### config.mk
export PLATFORM = sky130hd
export DESIGN_NAME = handshake_constant_check_flat
export DESIGN_NICKNAME = d
export VERILOG_FILES = /design/src/rtl/handshake_constant_check_if.sv /design/src/rtl/handshake_constant_check.sv /design/src/flat_wrapper.sv
export SDC_FILE = /design/constraint.sdc
export NUM_CORES = 1
export LEC_CHECK = 0
export ABC_CLOCK_PERIOD_IN_PS = 2500
export CELL_PAD_IN_SITES_DETAIL_PLACEMENT = 1
export CELL_PAD_IN_SITES_GLOBAL_PLACEMENT = 2
export CORE_ASPECT_RATIO = 1.25
export CORE_MARGIN = 2
export CORE_UTILIZATION = 37
export DETAILED_ROUTE_END_ITERATION = 8
export DONT_BUFFER_PORTS = 1
export HOLD_SLACK_MARGIN = 0.02
export PLACE_DENSITY = 0.84
export SETUP_SLACK_MARGIN = 0.1
export SYNTH_ARGS = -nofsm -noshare
export SYNTH_HDL_FRONTEND = slang
export SYNTH_SLANG_ARGS = --single-unit
### constraint.sdc
create_clock -name clk -period 2.5 [get_ports clk]
set_input_delay 0.75 -clock clk [delete_from_list [all_inputs] [get_ports clk]]
set_output_delay 0.75 -clock clk [all_outputs]
set_load 0.05 [all_outputs]
### src/rtl/handshake_constant_check_if.sv
// Valid/ready bundle between a constant-carrying data edge and the dataless control edge.
// slave = the checker side, master = whoever drives tokens in and drains control out.
interface handshake_constant_check_if #(
    parameter int DATA_WIDTH = 32
) ();
    // Handshake rule for both channels: a transfer happens on a rising edge where
    // valid and ready are both 1; once valid is raised, it and its payload hold
    // until that transfer.
    logic [DATA_WIDTH-1:0] ins;
    logic                  ins_valid;
    logic                  ins_ready;
    logic                  ctrl_valid;
    logic                  ctrl_ready;
    logic                  ctrl_match;

    modport slave (
        input  ins,
        input  ins_valid,
        output ins_ready,
        output ctrl_valid,
        input  ctrl_ready,
        output ctrl_match
    );

    modport master (
        output ins,
        output ins_valid,
        input  ins_ready,
        input  ctrl_valid,
        output ctrl_ready,
        input  ctrl_match
    );
endinterface

### src/rtl/handshake_constant_check.sv
// Sink for a constant dataflow edge: compares each token with CONST_VALUE, returns a match flag
// through a registered 2-entry elastic stage, and keeps saturating counters. Optional clr: HANDSHAKE_CONST_CHECK_CLR_EN.
module handshake_constant_check #(
    parameter int          DATA_WIDTH  = 32,
    parameter logic [31:0] CONST_VALUE = 32'h3C5A0F12,
    parameter int          COUNT_WIDTH = 16
) (
    input  logic                        clk,
    input  logic                        rst,
`ifdef HANDSHAKE_CONST_CHECK_CLR_EN
    input  logic                        clr,
`endif
    handshake_constant_check_if.slave   hs,
    output logic [COUNT_WIDTH-1:0]      token_count,
    output logic [COUNT_WIDTH-1:0]      mismatch_count,
    output logic                        error,
    output logic [1:0]                  o_state
);

    typedef enum logic [1:0] {
        ST_EMPTY = 2'd0,
        ST_ONE   = 2'd1,
        ST_TWO   = 2'd2
    } state_t;

    localparam logic [DATA_WIDTH-1:0]  C_CONST = DATA_WIDTH'(CONST_VALUE);
    localparam logic [COUNT_WIDTH-1:0] C_ONE   = COUNT_WIDTH'(1);

    state_t                 r_state;
    state_t                 w_next_state;
    logic                   r_main;
    logic                   r_skid;
    logic                   w_main_d;
    logic                   w_skid_d;
    logic                   r_ins_ready;
    logic                   r_ctrl_valid;
    logic [COUNT_WIDTH-1:0] r_token_count;
    logic [COUNT_WIDTH-1:0] r_mismatch_count;
    logic                   r_error;
    logic                   w_match;
    logic                   w_accept;
    logic                   w_drain;
    logic                   w_clr;

`ifdef HANDSHAKE_CONST_CHECK_CLR_EN
    assign w_clr = clr;
`else
    assign w_clr = 1'b0;
`endif

    // Only the 1-bit result is kept; the data word itself is dropped after the compare.
    assign w_match  = (hs.ins == C_CONST);
    assign w_accept = hs.ins_valid & r_ins_ready;
    assign w_drain  = r_ctrl_valid & hs.ctrl_ready;

    always_comb begin
        w_next_state = r_state;
        w_main_d     = r_main;
        w_skid_d     = r_skid;
        case (r_state)
            ST_EMPTY: begin
                if (w_accept) begin
                    w_next_state = ST_ONE;
                    w_main_d     = w_match;
                end
            end
            ST_ONE: begin
                if (w_accept && !w_drain) begin
                    w_next_state = ST_TWO;
                    w_skid_d     = w_match;
                end else if (!w_accept && w_drain) begin
                    w_next_state = ST_EMPTY;
                    w_main_d     = 1'b0;
                end else if (w_accept && w_drain) begin
                    w_main_d     = w_match;
                end
            end
            ST_TWO: begin
                // ins_ready is low here, so the only possible event is a drain.
                if (w_drain) begin
                    w_next_state = ST_ONE;
                    w_main_d     = r_skid;
                end
            end
            default: begin
                w_next_state = ST_EMPTY;
                w_main_d     = 1'b0;
            end
        endcase
    end

    // Ready and valid are flopped from the next state so neither depends combinationally on the other side.
    always_ff @(posedge clk or negedge rst) begin
        if (!rst) begin
            r_state      <= ST_EMPTY;
            r_main       <= 1'b0;
            r_skid       <= 1'b0;
            r_ins_ready  <= 1'b1;
            r_ctrl_valid <= 1'b0;
        end else begin
            r_state      <= w_next_state;
            r_main       <= w_main_d;
            r_skid       <= w_skid_d;
            r_ins_ready  <= (w_next_state != ST_TWO);
            r_ctrl_valid <= (w_next_state != ST_EMPTY);
        end
    end

    // Statistics track accepted tokens; clr beats a same-edge accept.
    always_ff @(posedge clk or negedge rst) begin
        if (!rst) begin
            r_token_count    <= '0;
            r_mismatch_count <= '0;
            r_error          <= 1'b0;
        end else if (w_clr) begin
            r_token_count    <= '0;
            r_mismatch_count <= '0;
            r_error          <= 1'b0;
        end else if (w_accept) begin
            if (!(&r_token_count)) begin
                r_token_count <= r_token_count + C_ONE;
            end
            if (!w_match) begin
                r_error <= 1'b1;
                if (!(&r_mismatch_count)) begin
                    r_mismatch_count <= r_mismatch_count + C_ONE;
                end
            end
        end
    end

    assign hs.ins_ready    = r_ins_ready;
    assign hs.ctrl_valid   = r_ctrl_valid;
    assign hs.ctrl_match   = r_main;
    assign token_count     = r_token_count;
    assign mismatch_count  = r_mismatch_count;
    assign error           = r_error;
    assign o_state         = r_state;

endmodule

### src/flat_wrapper.sv
// flat-port wrapper written by rule: the top's interface ports become plain ports
module handshake_constant_check_flat 
#(
    parameter int          DATA_WIDTH  = 32,
    parameter logic [31:0] CONST_VALUE = 32'h3C5A0F12,
    parameter int          COUNT_WIDTH = 16
)
  (clk, rst, token_count, mismatch_count, error, o_state, hs_ins, hs_ins_valid, hs_ins_ready, hs_ctrl_valid, hs_ctrl_ready, hs_ctrl_match);
  handshake_constant_check_if #(.DATA_WIDTH(DATA_WIDTH)) hs_i ();
  input  logic clk;
  input  logic rst;
  output logic [COUNT_WIDTH-1:0] token_count;
  output logic [COUNT_WIDTH-1:0] mismatch_count;
  output logic error;
  output logic [1:0] o_state;
  input wire logic [$bits(hs_i.ins)-1:0] hs_ins;
  input wire logic [$bits(hs_i.ins_valid)-1:0] hs_ins_valid;
  output wire logic [$bits(hs_i.ins_ready)-1:0] hs_ins_ready;
  output wire logic [$bits(hs_i.ctrl_valid)-1:0] hs_ctrl_valid;
  input wire logic [$bits(hs_i.ctrl_ready)-1:0] hs_ctrl_ready;
  output wire logic [$bits(hs_i.ctrl_match)-1:0] hs_ctrl_match;
  assign hs_i.ins = hs_ins;
  assign hs_i.ins_valid = hs_ins_valid;
  assign hs_ins_ready = hs_i.ins_ready;
  assign hs_ctrl_valid = hs_i.ctrl_valid;
  assign hs_i.ctrl_ready = hs_ctrl_ready;
  assign hs_ctrl_match = hs_i.ctrl_match;
  handshake_constant_check #(.DATA_WIDTH(DATA_WIDTH), .CONST_VALUE(CONST_VALUE), .COUNT_WIDTH(COUNT_WIDTH)) u_core (.clk(clk), .rst(rst), .hs(hs_i), .token_count(token_count), .mismatch_count(mismatch_count), .error(error), .o_state(o_state));
endmodule
==> flow_summary.toml <==
[global_routing]
grt_pass1_wl_um = 8611
grt_pass1_vias = 1820
grt_max_degree = 40
antenna_found_initial = 0
grt_overflow = 0
track_usage_pct = 19.86

[clocking]
cts_tree = "yes"
htree_levels = 2
cts_resized = 0
cts-root-buf = "clkbuf_8"
path_clk_slew_ns = 0.07
clock-sinks = 39
ctsHoldBuffers = 0
cts_buffers = 5
cts.path.max_buffers = 2
clock_latency_ns = 0.29
post_cts_buffers = 0

[floorplan]
start_util_pct = 38.42
ioPinCount = 74
rows = 29
dieArea_um2 = 5876
core_um2 = 5080
die_h_um = 85.21
die_w_um = 68.97

[setup_path]
worstPathArrival_ns = 2.39
crit_path_max_fanout = 7
required_ns = 2.65
timing.rr.start = "u_core.mismatch_count[15]"
slowest_stage = "dfrtp_1"
r2r_setup_slack_ns = 0.26
worstSetupPathType = "register to register"
cp_top_family = "simple AND/OR/NAND/NOR gates"
worstPathCellList = "and4_1 > nor4bb_1 > buf_4 > nand4b_4 > nor3_1 > xor2_1"
start_kind = "register"
end_kind = "register"
path_buf_inv = 1
critPathMaxStageDelay_ns = 0.69
r2r_cells = 6
regToRegEndpoint = "u_core.mismatch_count[15]"

[layout]
finalNonFillerCells = 286
fillers = 592
postLayoutCoreUtil_pct = 46.23
drive_above_1_share_pct = 20.54
stdcell_area_um2 = 2349
layout.nets = 261
diodes = 0
syn2layout_area_growth_pct = 20.32

[timing]
finalCritPeriodShare_pct = 89.59
fin_setup_tns_ns = 0
max_freq_ghz = 0.4465
setup_violations = 0
slew_viol_final = 0
worstMarginPinSlew_ns = 0.6894
hold_viol = 0
fin_crit_ns = 2.240
rsz0062_at_grt = "false"
slew_headroom_pct = 54.04
skew_ns = 0.007111

[route]
drc_errors = 0
route.vias.total = 1635
vias_per_cell = 5.717
ant_nets = 0
drtIter0Drc = 46
wl_per_cell_um = 18.96
drt_first_pass_iters = 4
drt_wl_total_um = 5423

[synthesis]
synth.avg_cell_area_um2 = 10.55
synthCells = 185
synth_edf_count = 0
yosysWarnings = 0
ys_seq_area_share_pct = 50.06
synth-seq-cells = 39
synth_cell_types = 37
synth_fp_nets = 223
syn_area_um2 = 1952
synthArstFlopShare_pct = 100.0
synth-main-ff-cell = "dfrtp_1"

[placement]
place_congestion = 0.8155
post_dp_cell_area_um2 = 2267
port-buffer-count = 0
dp_cells = 278
dp_hpwl_um = 4299

[power_and_ir_drop]
power_leakage_uw = 0.001093
power_per_cell_area_nw_per_um2 = 1068
peakVddDrop_mv = 0.5965

[worst_hold_path]
hold_class = "primary input to asynchronous set/reset pin"

[outcome]
outcome = "finished clean"

[job]
cap_violations = 0
[logic make-up after synthesis]
family	synth area share, %
AO/OA/AOI/OAI	6.218
buffers and inverters	1.090
multiplexers	2.884
adder cells (fa/ha/maj)	1.282
AND/OR/NAND/NOR	26.79
XOR/XNOR	11.67
flip-flops	50.06
[cell usage in the layout (no fill, tap or decap), types with 2 or more instances in the layout]
cell type	count
dfrtp_1	38
buf_4	33
nand2_1	16
xor2_1	16
nand3_1	12
nor2_1	11
nor3_1	10
xnor2_1	10
nand4_1	9
a21oi_1	6
clkbuf_8	5
nor4b_1	4
nor4_1	4
inv_1	3
and3_1	3
nand2b_1	3
and4_1	3
nor4bb_1	3
mux2_2	3
and2_1	2
o22ai_1	2
nor2b_1	2
and4b_1	2
or3_1	2
a31oi_1	2
o21a_1	2
o21ai_0	2
mux2_1	2
ha_1	2
clkbuf_1	2
[area by class of cell]
| class | count | area, um2 | area share [%] |
|---|---|---|---|
| Clock buffer | 7 | 76.32 | 3.250 |
| Inverter | 3 | 11.26 | 0.4795 |
| Timing Repair Buffer | 33 | 247.7 | 10.55 |
| Clock inverter | 1 | 5.005 | 0.2131 |
| Sequential cell | 39 | 977.2 | 41.61 |
| Tap cell | 62 | 77.57 | 3.303 |
| Multi-Input combinational cell | 141 | 953.4 | 40.60 |
[worst register-to-register path: stages (launching register included)]
cell	delay [ns]
dfrtp_1	0.69
and4_1	0.29
nor4bb_1	0.45
buf_4	0.24
nand4b_4	0.19
nor3_1	0.09
xor2_1	0.15
[metal layers]
layer	GRT usage, %	part of all wire [%]	wire length, um
met5	0	0	0
met4	6.417	2.1	114
met3	7.692	7.2	389
met2	36.10	57	3080
met1	20.03	34	1840
[flip-flops by register name (all words and copies together), names as in the netlist]
signal / cells
u_core.o_state: 2
u_core.hs.ctrl_match: 1
u_core.token_count: 16
u_core.mismatch_count: 16
u_core.hs.ins_ready: 1
u_core.hs.ctrl_valid: 1
u_core.error: 1
u_core.r_skid: 1
[power breakdown]
part / total (uW) / switching (uW) / internal (uW)
Sequential: 1030 / 251 / 779
Clock: 403 / 208 / 196
Combinational: 1070 / 756 / 319
[metrics by stage]
step           hold WS, ns  total power (uW)  worst slack, ns
2_1_floorplan       0.4544              1781           0.3386
3_3_place_gp        0.4559              2061           0.4573
3_5_place_dp        0.4554              2122           0.3544
4_1_cts             0.1392              2541           0.2252
5_1_grt             0.1274              2661           0.2057
6_report            0.1494              2508           0.2603
[worst max-delay path by stage]
stage                                          from                        end  slack, ns  depth (start not counted)
after global routing      u_core.mismatch_count[15]  u_core.mismatch_count[15]       0.21                          6
final                     u_core.mismatch_count[15]  u_core.mismatch_count[15]       0.26                          6
after floorplan               u_core.token_count[0]      u_core.token_count[1]       0.34                          5
after CTS                 u_core.mismatch_count[15]  u_core.mismatch_count[15]       0.23                          6
after detailed placement                  hs_ins[0]  u_core.mismatch_count[15]       0.35                          6
after global placement                   hs_ins[25]  u_core.mismatch_count[15]       0.46                          6
[synth_stat cells (all sizes together), types with 4 or more instances]
master	n	area (um2)
a21oi	6	30.03
dfrtp	38	950.9
mux2	5	56.30
nand2	16	60.06
nand3	12	60.06
nand4	9	56.30
nor2	11	41.29
nor3	10	50.05
nor4	5	37.53
nor4b	4	35.03
xnor2	10	87.58
xor2	16	140.1
Power figures use the tool's default switching activity.
